**src/rtl/axi_pkg.sv**
```systemverilog
// Shared AXI read-channel encodings, widths and the beat record carried through the R buffer.
package axi_pkg;

    localparam int AXI_DATA_W = 64;
    localparam int AXI_ADDR_W = 32;

    localparam logic [1:0] BURST_FIXED = 2'b00;
    localparam logic [1:0] BURST_INCR  = 2'b01;
    localparam logic [1:0] BURST_WRAP  = 2'b10;

    localparam logic [1:0] RESP_OKAY   = 2'b00;
    localparam logic [1:0] RESP_SLVERR = 2'b10;
    localparam logic [1:0] RESP_DECERR = 2'b11;

    typedef struct packed {
        logic [AXI_DATA_W-1:0] data;
        logic [1:0]            resp;
        logic                  last;
    } rbeat_t;

    typedef enum logic [1:0] {
        ST_IDLE,
        ST_ISSUE,
        ST_DRAIN
    } rd_state_e;

endpackage

```
**src/rtl/axi_rd_skid_fifo.sv**
```systemverilog
// Two-entry FIFO of R beats that absorbs rready backpressure; occupancy is exported for issue throttling.
module axi_rd_skid_fifo
    import axi_pkg::*;
(
    input  logic       clk,
    input  logic       rst,
    input  logic       push,
    input  rbeat_t     din,
    input  logic       pop,
    output rbeat_t     dout,
    output logic [1:0] count
);

    rbeat_t entry [2];
    logic   wr_ptr;
    logic   rd_ptr;

    always_ff @(posedge clk or negedge rst) begin
        if (!rst) begin
            entry[0] <= '0;
            entry[1] <= '0;
            wr_ptr   <= 1'b0;
            rd_ptr   <= 1'b0;
            count    <= 2'd0;
        end else begin
            if (push) begin
                entry[wr_ptr] <= din;
                wr_ptr        <= ~wr_ptr;
            end
            if (pop) begin
                rd_ptr <= ~rd_ptr;
            end
            count <= count + {1'b0, push} - {1'b0, pop};
        end
    end

    assign dout = entry[rd_ptr];

endmodule

```
**src/rtl/axi_burst_rd_slave.sv**
```systemverilog
// AXI4 AR/R responder serving one burst at a time from a 1-cycle-latency 64-bit memory port.
module axi_burst_rd_slave
    import axi_pkg::*;
#(
    parameter logic [AXI_ADDR_W-1:0] MEM_BASE       = 32'h8000_0000,
    parameter logic [AXI_ADDR_W-1:0] MEM_BYTES      = 32'h0800_0000,
    parameter bit                    ARLEN_IS_COUNT = 1'b1
) (
    input  logic                  clk,
    input  logic                  rst,
    input  logic [AXI_ADDR_W-1:0] araddr,
    input  logic                  arvalid,
    input  logic [1:0]            arburst,
    input  logic [7:0]            arlen,
    input  logic [2:0]            arsize,
    output logic                  arready,
    output logic [AXI_DATA_W-1:0] rdata,
    output logic [1:0]            rresp,
    output logic                  rvalid,
    output logic                  rlast,
    input  logic                  rready,
    output logic                  mem_en,
    output logic [AXI_ADDR_W-1:0] mem_addr,
    input  logic [AXI_DATA_W-1:0] mem_rdata
);

    rd_state_e             state_q, state_d;
    logic                  arready_q;
    logic [AXI_ADDR_W-1:0] addr_q;
    logic [1:0]            mode_q;
    logic [2:0]            size_q;
    logic [8:0]            beats_q;
    logic                  slverr_q;
    logic [8:0]            issue_left_q;
    logic                  pend_vld_q;
    logic [1:0]            pend_resp_q;
    logic                  pend_last_q;

    logic [8:0]            beats_req;
    logic                  bad_req;
    logic                  ar_hs;
    logic                  issue;
    logic                  in_range;
    logic [1:0]            beat_resp;
    logic [1:0]            occ;
    logic [AXI_ADDR_W-1:0] step;
    logic [AXI_ADDR_W-1:0] wrap_mask;
    logic [AXI_ADDR_W-1:0] addr_inc;
    logic [AXI_ADDR_W-1:0] addr_next;
    logic [1:0]            fifo_count;
    logic                  fifo_empty;
    logic                  fifo_push;
    logic                  fifo_pop;
    logic                  r_hs;
    rbeat_t                pend_beat;
    rbeat_t                fifo_dout;
    rbeat_t                out_beat;

    always_comb begin
        if (ARLEN_IS_COUNT) begin
            beats_req = (arlen == 8'd0) ? 9'd1 : {1'b0, arlen};
        end else begin
            beats_req = {1'b0, arlen} + 9'd1;
        end
        bad_req = (arsize > 3'd3) || (arburst == 2'b11) ||
                  ((arburst == BURST_WRAP) &&
                   !((beats_req == 9'd2) || (beats_req == 9'd4) ||
                     (beats_req == 9'd8) || (beats_req == 9'd16)));
    end

    assign ar_hs = arvalid & arready_q;

    // Illegal requests still walk the address as INCR so every beat gets a slot.
    assign step      = 32'd1 << size_q;
    assign wrap_mask = ({23'd0, beats_q} << size_q) - 32'd1;
    assign addr_inc  = addr_q + step;

    always_comb begin
        case (mode_q)
            BURST_FIXED: addr_next = addr_q;
            BURST_WRAP:  addr_next = (addr_q & ~wrap_mask) | (addr_inc & wrap_mask);
            default:     addr_next = addr_inc;
        endcase
    end

    // Unsigned offset compare also rejects addresses below MEM_BASE via wraparound.
    assign in_range  = (addr_q - MEM_BASE) < MEM_BYTES;
    assign beat_resp = !in_range ? RESP_DECERR : (slverr_q ? RESP_SLVERR : RESP_OKAY);
    assign occ       = fifo_count + {1'b0, pend_vld_q};

    always_comb begin
        state_d = state_q;
        issue   = 1'b0;
        case (state_q)
            ST_IDLE: begin
                if (ar_hs) state_d = ST_ISSUE;
            end
            ST_ISSUE: begin
                issue = (issue_left_q != 9'd0) && (occ < 2'd2);
                if (issue && (issue_left_q == 9'd1)) state_d = ST_DRAIN;
            end
            ST_DRAIN: begin
                if (r_hs && out_beat.last) state_d = ST_IDLE;
            end
            default: state_d = ST_IDLE;
        endcase
    end

    assign mem_en   = issue & in_range;
    assign mem_addr = mem_en ? {addr_q[AXI_ADDR_W-1:3], 3'b000} : '0;

    always_ff @(posedge clk or negedge rst) begin
        if (!rst) begin
            state_q      <= ST_IDLE;
            arready_q    <= 1'b0;
            addr_q       <= '0;
            mode_q       <= BURST_INCR;
            size_q       <= 3'd0;
            beats_q      <= 9'd0;
            slverr_q     <= 1'b0;
            issue_left_q <= 9'd0;
            pend_vld_q   <= 1'b0;
            pend_resp_q  <= RESP_OKAY;
            pend_last_q  <= 1'b0;
        end else begin
            state_q     <= state_d;
            arready_q   <= (state_d == ST_IDLE);
            pend_vld_q  <= issue;
            pend_resp_q <= beat_resp;
            pend_last_q <= (issue_left_q == 9'd1);
            if (ar_hs) begin
                addr_q       <= araddr;
                mode_q       <= bad_req ? BURST_INCR : arburst;
                size_q       <= arsize;
                beats_q      <= beats_req;
                slverr_q     <= bad_req;
                issue_left_q <= beats_req;
            end else if (issue) begin
                addr_q       <= addr_next;
                issue_left_q <= issue_left_q - 9'd1;
            end
        end
    end

    // Memory return bypasses the buffer when it is empty, giving rvalid 2 cycles after AR.
    always_comb begin
        pend_beat.data = (pend_resp_q == RESP_DECERR) ? '0 : mem_rdata;
        pend_beat.resp = pend_resp_q;
        pend_beat.last = pend_last_q;
    end

    assign fifo_empty = (fifo_count == 2'd0);
    assign rvalid     = !fifo_empty | pend_vld_q;
    assign out_beat   = fifo_empty ? pend_beat : fifo_dout;
    assign r_hs       = rvalid & rready;
    assign fifo_pop   = !fifo_empty & rready;
    assign fifo_push  = pend_vld_q & !(fifo_empty & rready);

    axi_rd_skid_fifo u_fifo (
        .clk   (clk),
        .rst   (rst),
        .push  (fifo_push),
        .din   (pend_beat),
        .pop   (fifo_pop),
        .dout  (fifo_dout),
        .count (fifo_count)
    );

    assign arready = arready_q;
    assign rdata   = rvalid ? out_beat.data : '0;
    assign rresp   = rvalid ? out_beat.resp : RESP_OKAY;
    assign rlast   = rvalid & out_beat.last;

endmodule

```
**config.mk**
```make
export PLATFORM = sky130hd
export DESIGN_NAME = axi_burst_rd_slave
export DESIGN_NICKNAME = d
export VERILOG_FILES = /design/src/rtl/axi_pkg.sv /design/src/rtl/axi_rd_skid_fifo.sv /design/src/rtl/axi_burst_rd_slave.sv
export SDC_FILE = /design/constraint.sdc
export NUM_CORES = 1
export LEC_CHECK = 0
export CORE_MARGIN = 3
export CORE_UTILIZATION = 49
export CTS_BUF_LIST = sky130_fd_sc_hd__clkbuf_4 sky130_fd_sc_hd__clkbuf_8
export CTS_CLUSTER_DIAMETER = 80
export DETAILED_ROUTE_END_ITERATION = 8
export GPL_ROUTABILITY_DRIVEN = 0
export PLACE_DENSITY = 0.86
export SLEW_MARGIN = 15
export SYNTH_ARGS = -nofsm -noshare
export SYNTH_HDL_FRONTEND = slang
export SYNTH_SLANG_ARGS = --single-unit
```
**constraint.sdc**
```tcl
create_clock -name clk -period 8.9 [get_ports clk]
set_input_delay 1.335 -clock clk [delete_from_list [all_inputs] [get_ports clk]]
set_output_delay 1.335 -clock clk [all_outputs]
set_load 0.02 [all_outputs]
```
==> metrics.txt, run 1 <==
DRT iter0 DRCs=935; CTS Buf Count=17; Initial Utilization=50.0%; Synth Instances=1,348; GR Overflow Total=0; Via density=5.76; skew final=0.0213 ns; sw power=1.61 mW; largest net degree at the start of global routing=127; WHS Endpoint=pend_resp_q[1]; final hold viol count=0; first-pass GRT wire length=between 40,000 and 50,000 um; CP arrival=3.50 ns; synthesis-to-finish area growth=22.5%; max_cap viols=0; port buffer count=207; TritonCTS clock tree=done; initial antenna violation count=0; Primary FF master, synth=dfrtp_1; P_leak=around 5.7 nW; final setup fails=0; Slew Viols, Final=0; drt first pass iters=7; crit path capture type=output pin; H-Tree Depth=4; share of layout cells above drive strength 1=5.25%; Hold Crit Depth=1; wirelength, routed=slightly above 30,000 um; post-layout net count=about 1,600; r2r setup slk=4.82 ns; vias in the first global route=roughly 10,000; Antenna Violating Nets Remaining=0; switching portion of total power=46.3%; R2R depth=13; I/O pin total=215; final worst slack=~4.1 ns; fin crit period=4.83 ns; RSZ-0062 raised after global routing=false; DP Worst Slack=4.19 ns; worst min path class=reg -> reg; DR WL/cell=about 17 um; Worst setup SP type=register; Netlist Area Pre-Place=0.0114 sq mm; CP required=approximately 7.6 ns; # fillers=1,917; Post-CTS Setup Inserts=0; Sequential Area=between 0.005 and 0.006 sq mm; die span in y=158 um; Clock Latency Late Sink=0.47 ns; critical register-to-register path startpoint=size_q[2]; die area=0.0250 sq mm; drt drc=0; Int Power=1.86 mW; Mean Syn Cell Area=8.42 sq um; Gate power share=45.2%; Rows=55; clock transition at the registers of the reported paths=0.10 ns; kind of critical path=reg -> out; power density over cell area=249 mW/mm^2; HPWL after detailed placement=21,000 um; worst vdd ir=0.185 mV; clock share of power=approximately 17%; Root Buffer=clkbuf_8; clock buffer depth=2; final period utilization=54.3%; Max-slew headroom=32.0%; sequential share of the synthesized area=44.1%; Min-Delay Startpoint=slverr_q; Die X=158 um; Synth warnings=0; Crit Path Max Fanout=23; FFs w/ async S/R, synth=100%; post-route cell area=0.0139 sq mm; Clock Sinks=200; worst-margin pin slew=a little over 1 ns; Multi-input gate area=just under 0.006 sq mm; Synth cell types=79; EDFF count, synth=0; setup TNS=0 ns; Placed Area=0.0135 sq mm; cts hold-fix bufs=0; status=completed; Total GRT Usage=24.4%; FF+latch count, synth=200; fmax=around 0.21 GHz; Placeable Area=0.0227 sq mm; register share of total power=around 38%; n_diodes=0; vias=10,300; post-CTS sizing=0
stage by stage:
| step | total power [mW] | instances | utilization, % | hold WS [ns] |
|---|---|---|---|---|
| floorplan | 2.45 | 1354 | - | 0.439 |
| global placement | 2.82 | 1757 | 59.4 | 0.455 |
| detailed placement | 2.87 | 1757 | 59.4 | 0.462 |
| CTS | 3.47 | 1789 | 61.3 | 0.487 |
| global route | 3.72 | 1789 | 61.3 | 0.516 |
| finish | 3.47 | 1789 | 61.3 | 0.480 |
cells in the final DEF, fill, tap and decap left out, types with 6 or more instances in the layout:
cell type	n
a211oi_1	6
a21oi_1	40
a22oi_1	8
a31oi_1	10
and2_1	24
and3_1	6
buf_4	8
clkbuf_8	18
clkdlybuf4s50_1	206
clkinv_8	6
conb_1	7
dfrtp_1	198
ha_1	15
inv_1	18
mux2_2	12
mux2i_1	84
nand2_1	331
nand3_1	21
nand4_1	7
nor2_1	60
nor2b_1	9
nor3_1	18
nor4_1	8
o21ai_0	248
xnor2_1	16
xor2_1	13
cell usage after synthesis, drive strengths merged, types with 6 or more instances:
| cell type | count | area share, % |
|---|---|---|
| ha | 15 | 1.7 |
| clkbuf | 74 | 2.5 |
| and3 | 7 | 0.39 |
| a31oi | 10 | 0.55 |
| buf | 23 | 1.2 |
| and2 | 25 | 1.4 |
| a22oi | 8 | 0.53 |
| nor2 | 62 | 2.0 |
| xor2 | 13 | 1.0 |
| nand4 | 8 | 0.57 |
| xnor2 | 16 | 1.2 |
| dfrtp | 199 | 44 |
| nor2b | 9 | 0.50 |
| inv | 19 | 0.63 |
| a211oi | 6 | 0.40 |
| mux2i | 84 | 7.4 |
| nand2 | 333 | 11 |
| nor3 | 19 | 0.88 |
| a21oi | 40 | 1.8 |
| mux2 | 12 | 1.2 |
| nand3 | 21 | 0.93 |
| o21ai | 252 | 11 |
| nor4 | 11 | 0.85 |
logic make-up (layout without fill, tap and decap cells):
family	after synthesis	in the layout	share of synthesized area, %
xor+xnor	29	29	2.24
simple gates	522	522	20.3
mux	96	96	8.60
buf+inv	116	266	4.30
other cells	1	7	0.0330
fa+ha+maj	16	16	1.83
flops	200	200	44.1
compound gates	368	368	18.7
how the worst max path moves through the flow:
stage,startpoint,end
floorplan,issue_left_q[0],mem_addr[17]
CTS,issue_left_q[0],mem_addr[5]
global placement,pend_resp_q[1],rdata[13]
detailed placement,issue_left_q[0],mem_addr[5]
finish,issue_left_q[0],mem_addr[10]
global route,pend_vld_q,mem_addr[5]
per-layer routing:
| metal | vias up | global-route usage (%) | wire, um |
|---|---|---|---|
| met4 | 0 | 6.60 | 557 |
| met2 | 429 | 41.7 | 14800 |
| met5 | - | 0 | 0 |
| li1 | 4934 | - | - |
| met3 | 49 | 4.35 | 2170 |
| met1 | 4892 | 32.1 | 12700 |
area by class of cell:
type                    instances  area share [%]
multi-input cells            1038            42.5
flip-flops and latches        200            36.0
repair buffers                215            15.4
well taps                     285            2.56
clock buffers                  17            1.68
clock inverters                15            1.35
inverters                      19           0.513
critical path, cell delays in order, from the launching register on:
cell             delay (ns)
dfrtp_1                0.42
inv_1                  0.08
ha_1                   0.21
and3_1                 0.16
or3_1                  0.59
nor2_2                 0.72
and2_1                 0.25
clkdlybuf4s50_1        0.61
power groups by stage:
stage | registers [mW] | clock network (mW) | logic (mW)
floorplan | 1.16 | 0 | 1.29
global placement | 1.31 | 0 | 1.51
detailed placement | 1.32 | 0 | 1.55
CTS | 1.30 | 0.607 | 1.56
global route | 1.34 | 0.645 | 1.74
finish | 1.31 | 0.588 | 1.57
(Power assumes the default switching activity.)
==> inputs of run 2 (changes only) <==
==> constraint.sdc (replaced) <==
create_clock -name clk -period 4.72 [get_ports clk]
set_input_delay 0.708 -clock clk [delete_from_list [all_inputs] [get_ports clk]]
set_output_delay 0.708 -clock clk [all_outputs]
set_load 0.02 [all_outputs]
==> run 2 against run 1 <==
Compared with the run above: worst hold slack worse by 0.25 ns; cell count grew 0.34%; wire length about the same; largest power group unchanged; non-clock buffer count is 6 higher; critical path depth did not move; critical endpoint is now mem_addr[8]; sequential power is 91% higher.
==> metrics.txt, run 2 (synthesized netlist as in run 1, its figures left out) <==
Root Buffer=clkbuf_8 (unchanged); GR Overflow Total=0 (unchanged); Rows=55 (unchanged); Initial Utilization=50.0% (unchanged); Via density=5.78 (was 5.76); clock share of power=16.8% (was 16.9%); fmax=0.255 GHz; max_cap viols=0 (unchanged); leading cell types in the layout, fill and taps excluded=nand2_1, o21ai_0, clkdlybuf4s50_1, dfrtp_1, mux2i_1 (unchanged); Int Power=3.54 mW (was 1.86 mW); worst min path class=in -> async (was reg -> reg); vias=10,400 (was 10,300); worst-margin pin slew=1.07 ns (was 1.02 ns); status=completed (unchanged); synthesis-to-finish area growth=23.1% (was 22.5%); DRT iter0 DRCs=929 (was 935); Worst setup SP type=register (unchanged); Post-CTS Setup Inserts=0 (unchanged); fin crit period=3.92 ns; register share of total power=38.1% (was 37.8%); power density over cell area=470 mW/mm^2 (was 249 mW/mm^2); r2r setup slk=0.98 ns (was 4.82 ns); Slew Viols, Final=0 (unchanged); P_leak=5.73 nW (was 5.69 nW); RSZ-0062 raised after global routing=false (unchanged); die span in y=158 um (unchanged); crit path capture type=output pin (unchanged); Max-slew headroom=28.5% (was 32.0%); clock buffer depth=2 (unchanged); n_diodes=0 (unchanged); Placed Area=0.0135 sq mm (about the same); Clock Latency Late Sink=0.47 ns (about the same); I/O pin total=215 (unchanged); post-layout net count=1,626 (was 1,620); final period utilization=83.1%; Placeable Area=0.0227 sq mm (unchanged); post-route cell area=0.0140 sq mm (was 0.0139 sq mm); drt drc=0 (unchanged); CP cell instances=inv_1 -> ha_1 -> and3_1 -> or3_1 -> nor2_2 -> and2_1 -> clkdlybuf4s50_1 (unchanged); CP required=4.01 ns (was 7.57 ns); sw power=3.04 mW (was 1.61 mW); share of layout cells above drive strength 1=5.63% (was 5.25%); initial antenna violation count=1 (was 0); HPWL after detailed placement=21,200 um (was 21,000 um); largest net degree at the start of global routing=137 (was 127); CTS Buf Count=17 (unchanged); die area=0.0250 sq mm (unchanged); commonest non-fill, non-tap cell in the layout=nand2_1 (unchanged); worst vdd ir=0.347 mV (was 0.185 mV); setup TNS=0 ns (unchanged); port buffer count=207 (unchanged); final setup fails=0 (unchanged); Crit Path Max Fanout=23 (unchanged); Gate power share=45.1% (was 45.2%); Antenna Violating Nets Remaining=0 (unchanged); vias in the first global route=10,100 (was 10,000); H-Tree Depth=4 (unchanged); CP peak stage delay=0.67 ns (was 0.72 ns); Clock Sinks=200 (unchanged); critical register-to-register path startpoint=size_q[2] (unchanged); CP max-delay cell=nor2_2 (unchanged); crit path buf inv count=2 (unchanged); cts hold-fix bufs=0 (unchanged); final hold viol count=0 (unchanged); TritonCTS clock tree=done (unchanged); skew final=0.0230 ns (was 0.0213 ns); switching portion of total power=46.2% (was 46.3%); post-CTS sizing=0 (unchanged); DR WL/cell=16.9 um (about the same); Total GRT Usage=24.0% (was 24.4%); R2R depth=13 (unchanged); CP arrival=3.21 ns (was 3.50 ns); wirelength, routed=30,300 um (about the same); clock transition at the registers of the reported paths=0.12 ns (was 0.10 ns); first-pass GRT wire length=49,200 um (was 49,400 um); kind of critical path=reg -> out (unchanged); Die X=158 um (unchanged); Crit path max-delay family=simple AND/OR/NAND/NOR gates (unchanged); drt first pass iters=7 (unchanged)
-- run 2: area by class of cell --
class | instances | area [sq um]
Sequential cell | 200 | 5010
Inverter | 19 | 71.3
Timing Repair Buffer | 221 | 2210
Fill cell | 1898 | 8730
Tap cell | 285 | 357
Clock inverter | 15 | 181
Multi-Input combinational cell | 1038 | 5910
Clock buffer | 17 | 234
-- run 2: worst max-delay path by stage --
stage	slack, ns	start	depth (start not counted)	to
2_1_floorplan	1.58	size_q[2]	14	register
3_3_place_gp	1.06	issue_left_q[0]	7	mem_addr[4]
3_5_place_dp	1.09	size_q[2]	11	register
4_1_cts	0.76	issue_left_q[0]	7	mem_addr[8]
5_1_grt	0.55	size_q[2]	13	register
6_report	0.80	issue_left_q[0]	7	mem_addr[8]
-- run 2: metal layers --
| metal | GRT usage (%) | up-vias | share of wire, % |
|---|---|---|---|
| met4 | 9.01 | 2 | 2.9 |
| li1 | - | 4943 | - |
| met2 | 39.2 | 455 | 47 |
| met3 | 4.16 | 70 | 7.1 |
| met5 | 0 | - | 0.040 |
| met1 | 32.2 | 4903 | 43 |
-- run 2: per-stage QoR --
step                instances  setup WS [ns]  power [mW]  hold WS, ns  util (%)
global route             1795          0.549        7.03        0.266      61.6
global placement         1762           1.06        5.36        0.451      59.6
CTS                      1794          0.758        6.56        0.430      61.4
finish                   1795          0.798        6.57        0.233      61.6
detailed placement       1762           1.09        5.43        0.459      59.6
floorplan                1354           1.58        4.61        0.412         -
-- run 2: power groups by stage --
stage / combinational (mW) / clock [mW] / sequential, mW
2_1_floorplan: 2.43 / 0 / 2.19
3_3_place_gp: 2.85 / 0 / 2.51
3_5_place_dp: 2.91 / 0 / 2.52
4_1_cts: 2.93 / 1.14 / 2.49
5_1_grt: 3.27 / 1.21 / 2.55
6_report: 2.96 / 1.11 / 2.50
==> inputs of run 3 (changes only) <==
--- a/config.mk
+++ b/config.mk
@@ -11,7 +11,7 @@
 export CTS_CLUSTER_DIAMETER = 80
 export DETAILED_ROUTE_END_ITERATION = 8
 export GPL_ROUTABILITY_DRIVEN = 0
-export PLACE_DENSITY = 0.86
+export PLACE_DENSITY = 0.89
 export SLEW_MARGIN = 15
 export SYNTH_ARGS = -nofsm -noshare
 export SYNTH_HDL_FRONTEND = slang
==> constraint.sdc (replaced) <==
create_clock -name clk -period 3.15 [get_ports clk]
set_input_delay 0.4725 -clock clk [delete_from_list [all_inputs] [get_ports clk]]
set_output_delay 0.4725 -clock clk [all_outputs]
set_load 0.02 [all_outputs]
==> run 3 against run 2 <==
Compared with the run above: worst setup slack got worse by 0.66 ns; critical endpoint is now mem_addr[12]; critical path type unchanged; highest routed layer unchanged; global-route usage up 0.34 points; clock power up 53%; final area increased by 2.2%.
==> metrics.txt, run 3 (synthesized netlist as in run 1, its figures left out) <==
RSZ-0062 raised after global routing=false (unchanged); DR WL/cell=17.2 um (was 16.9 um); CP arrival=2.54 ns (was 3.21 ns); max_cap viols=0 (unchanged); die area=0.0250 sq mm (unchanged); CP required=2.68 ns (was 4.01 ns); kind of critical path=reg -> out (unchanged); worst-margin pin slew=0.768 ns (was 1.07 ns); r2r setup slk=0.19 ns (was 0.98 ns); Hold Crit Depth=1; initial antenna violation count=1 (unchanged); power density over cell area=727 mW/mm^2 (was 470 mW/mm^2); # fillers=1,856 (was 1,898); leading cell types in the layout, fill and taps excluded=nand2_1, o21ai_0, dfrtp_1, clkdlybuf4s50_1, mux2i_1 (was nand2_1, o21ai_0, clkdlybuf4s50_1, dfrtp_1, mux2i_1); Crit Path Max Fanout=23 (unchanged); Sequential Area=0.00501 sq mm (about the same); Max-slew headroom=48.8% (was 28.5%); Initial Utilization=50.0% (unchanged); CTS Buf Count=17 (unchanged); H-Tree Depth=4 (unchanged); first-pass GRT wire length=49,900 um (was 49,200 um); share of layout cells above drive strength 1=7.66% (was 5.63%); fmax=0.332 GHz; commonest non-fill, non-tap cell in the layout=nand2_1 (unchanged); Via density=5.78 (about the same); CP peak stage delay=0.44 ns (was 0.67 ns); clock transition at the registers of the reported paths=0.10 ns (was 0.12 ns); synthesis-to-finish area growth=25.8% (was 23.1%); final setup fails=0 (unchanged); die span in y=158 um (unchanged); port buffer count=207 (unchanged); Root Buffer=clkbuf_8 (unchanged); Total GRT Usage=24.4% (was 24.0%); Rows=55 (unchanged); skew final=0.0215 ns (was 0.0230 ns); HPWL after detailed placement=22,100 um (was 21,200 um); I/O pin total=215 (unchanged); Die X=158 um (unchanged); worst vdd ir=0.421 mV (was 0.347 mV); Int Power=5.64 mW (was 3.54 mW); post-layout net count=1,656 (was 1,626); Placed Instances=1,788 (was 1,762); Multi-input gate area=0.00591 sq mm (unchanged); Gate power share=49.2% (was 45.1%); switching portion of total power=45.7% (was 46.2%); crit path buf inv count=3 (was 2); P_leak=6.03 nW (was 5.73 nW); crit path capture type=output pin (unchanged); drt drc=0 (unchanged); Antenna Violating Nets Remaining=0 (unchanged); wirelength, routed=31,400 um (was 30,300 um); critical register-to-register path startpoint=size_q[1] (was size_q[2]); R2R depth=10 (was 13); Clock Latency Late Sink=0.46 ns (was 0.47 ns); CP max-delay cell=dfrtp_1 (was nor2_2); Crit path max-delay family=simple AND/OR/NAND/NOR gates (unchanged); GR Overflow Total=0 (unchanged); WHS Endpoint=pend_resp_q[1]; CP cell instances=inv_1 -> ha_1 -> and3_1 -> or3_1 -> nor2_1 -> buf_6 -> and2_1 -> dlygate4sd2_1 (was inv_1 -> ha_1 -> and3_1 -> or3_1 -> nor2_2 -> and2_1 -> clkdlybuf4s50_1); clock share of power=16.4% (was 16.8%); largest net degree at the start of global routing=82 (was 137); DRT iter0 DRCs=1,017 (was 929); TritonCTS clock tree=done (unchanged); vias in the first global route=10,200 (was 10,100); Final Non-Filler Cells=1,825 (was 1,795); fin crit period=3.01 ns; Slew Viols, Final=0 (unchanged); register share of total power=34.4% (was 38.1%); n_diodes=0 (unchanged); Placeable Area=0.0227 sq mm (unchanged); Min-Delay Startpoint=slverr_q; worst min path class=reg -> reg (was in -> async); drt first pass iters=5 (was 7); sw power=4.75 mW (was 3.04 mW); status=completed (unchanged); setup TNS=0 ns (unchanged); final hold viol count=0 (unchanged); Clock Sinks=200 (unchanged); Worst setup SP type=register (unchanged); final period utilization=95.5%; clock buffer depth=2 (unchanged); vias=10,500 (was 10,400)
run 3: layer usage:
layer | share of wire (%) | GRT usage, % | vias up | wire length [um]
met4 | 2.0 | 7.62 | 2 | 642
met2 | 49 | 41.6 | 437 | 15400
met5 | 0.041 | 0 | - | 13
li1 | - | - | 5009 | -
met3 | 7.5 | 4.57 | 53 | 2360
met1 | 41 | 31.5 | 5040 | 13000
run 3: per-stage QoR:
| step | cell area [sq um] | util [%] | total power [mW] | hold WS [ns] | setup slack (ns) |
|---|---|---|---|---|---|
| after CTS | 14200 | 62.6 | 10.2 | 0.477 | 0.0341 |
| after detailed placement | 13800 | 60.8 | 8.53 | 0.453 | 0.0996 |
| after global routing | 14300 | 62.9 | 11.0 | 0.506 | 0.00452 |
| after global placement | 13800 | 60.8 | 8.36 | 0.449 | 0.185 |
| after floorplan | 11400 | - | 6.91 | 0.177 | 0.0131 |
| final | 14300 | 62.9 | 10.4 | 0.475 | 0.142 |
run 3: repair_timing:
| item | 4_1_cts | 5_1_grt |
|---|---|---|
| endpoints found under the setup margin | 26 | 49 |
| gates resized for setup | 27 | 9 |
| buffers inserted | 0 | 4 |
| endpoints found under the hold margin | 55 | 0 |
| cloned | 0 | 0 |
| hold buffers | 1 | 0 |
run 3: area by class of cell:
cell class,instances,share of cell area [%]
multi-input combinational,1038,41.4
sequential,200,35.1
timing repair buffer,251,17.6
tap,285,2.50
clock buffer,17,1.64
clock inverter,15,1.31
inverter,19,0.499
run 3: power by group through the flow:
stage	Combinational, mW	Clock (mW)	Sequential [mW]
4_1_cts	4.92	1.73	3.59
3_5_place_dp	4.90	0	3.63
6_report	5.12	1.70	3.57
3_3_place_gp	4.75	0	3.61
5_1_grt	5.55	1.84	3.63
2_1_floorplan	3.63	0	3.28
run 3: worst max path at each step:
| stage | slack, ns | cells past startpoint | from | end |
|---|---|---|---|---|
| final | 0.14 | 8 | issue_left_q[0] | mem_addr[12] |
| after global routing | 0.005 | 8 | issue_left_q[0] | mem_addr[3] |
| after CTS | 0.03 | 4 | u_fifo.rd_ptr | rdata[12] |
| after detailed placement | 0.1 | 12 | size_q[0] | register |
| after global placement | 0.19 | 12 | size_q[0] | register |
| after floorplan | 0.01 | 14 | size_q[2] | register |
run 3: worst reg2reg max path, delay by kind of cell (launching register included):
kind / cells / cell delay [ns]
AND/OR/NAND/NOR: 3 / 0.59
multiplexers: 1 / 0.43
AO/OA/AOI/OAI: 5 / 1.17
flip-flops: 1 / 0.47
adder cells (fa/ha/maj): 1 / 0.26
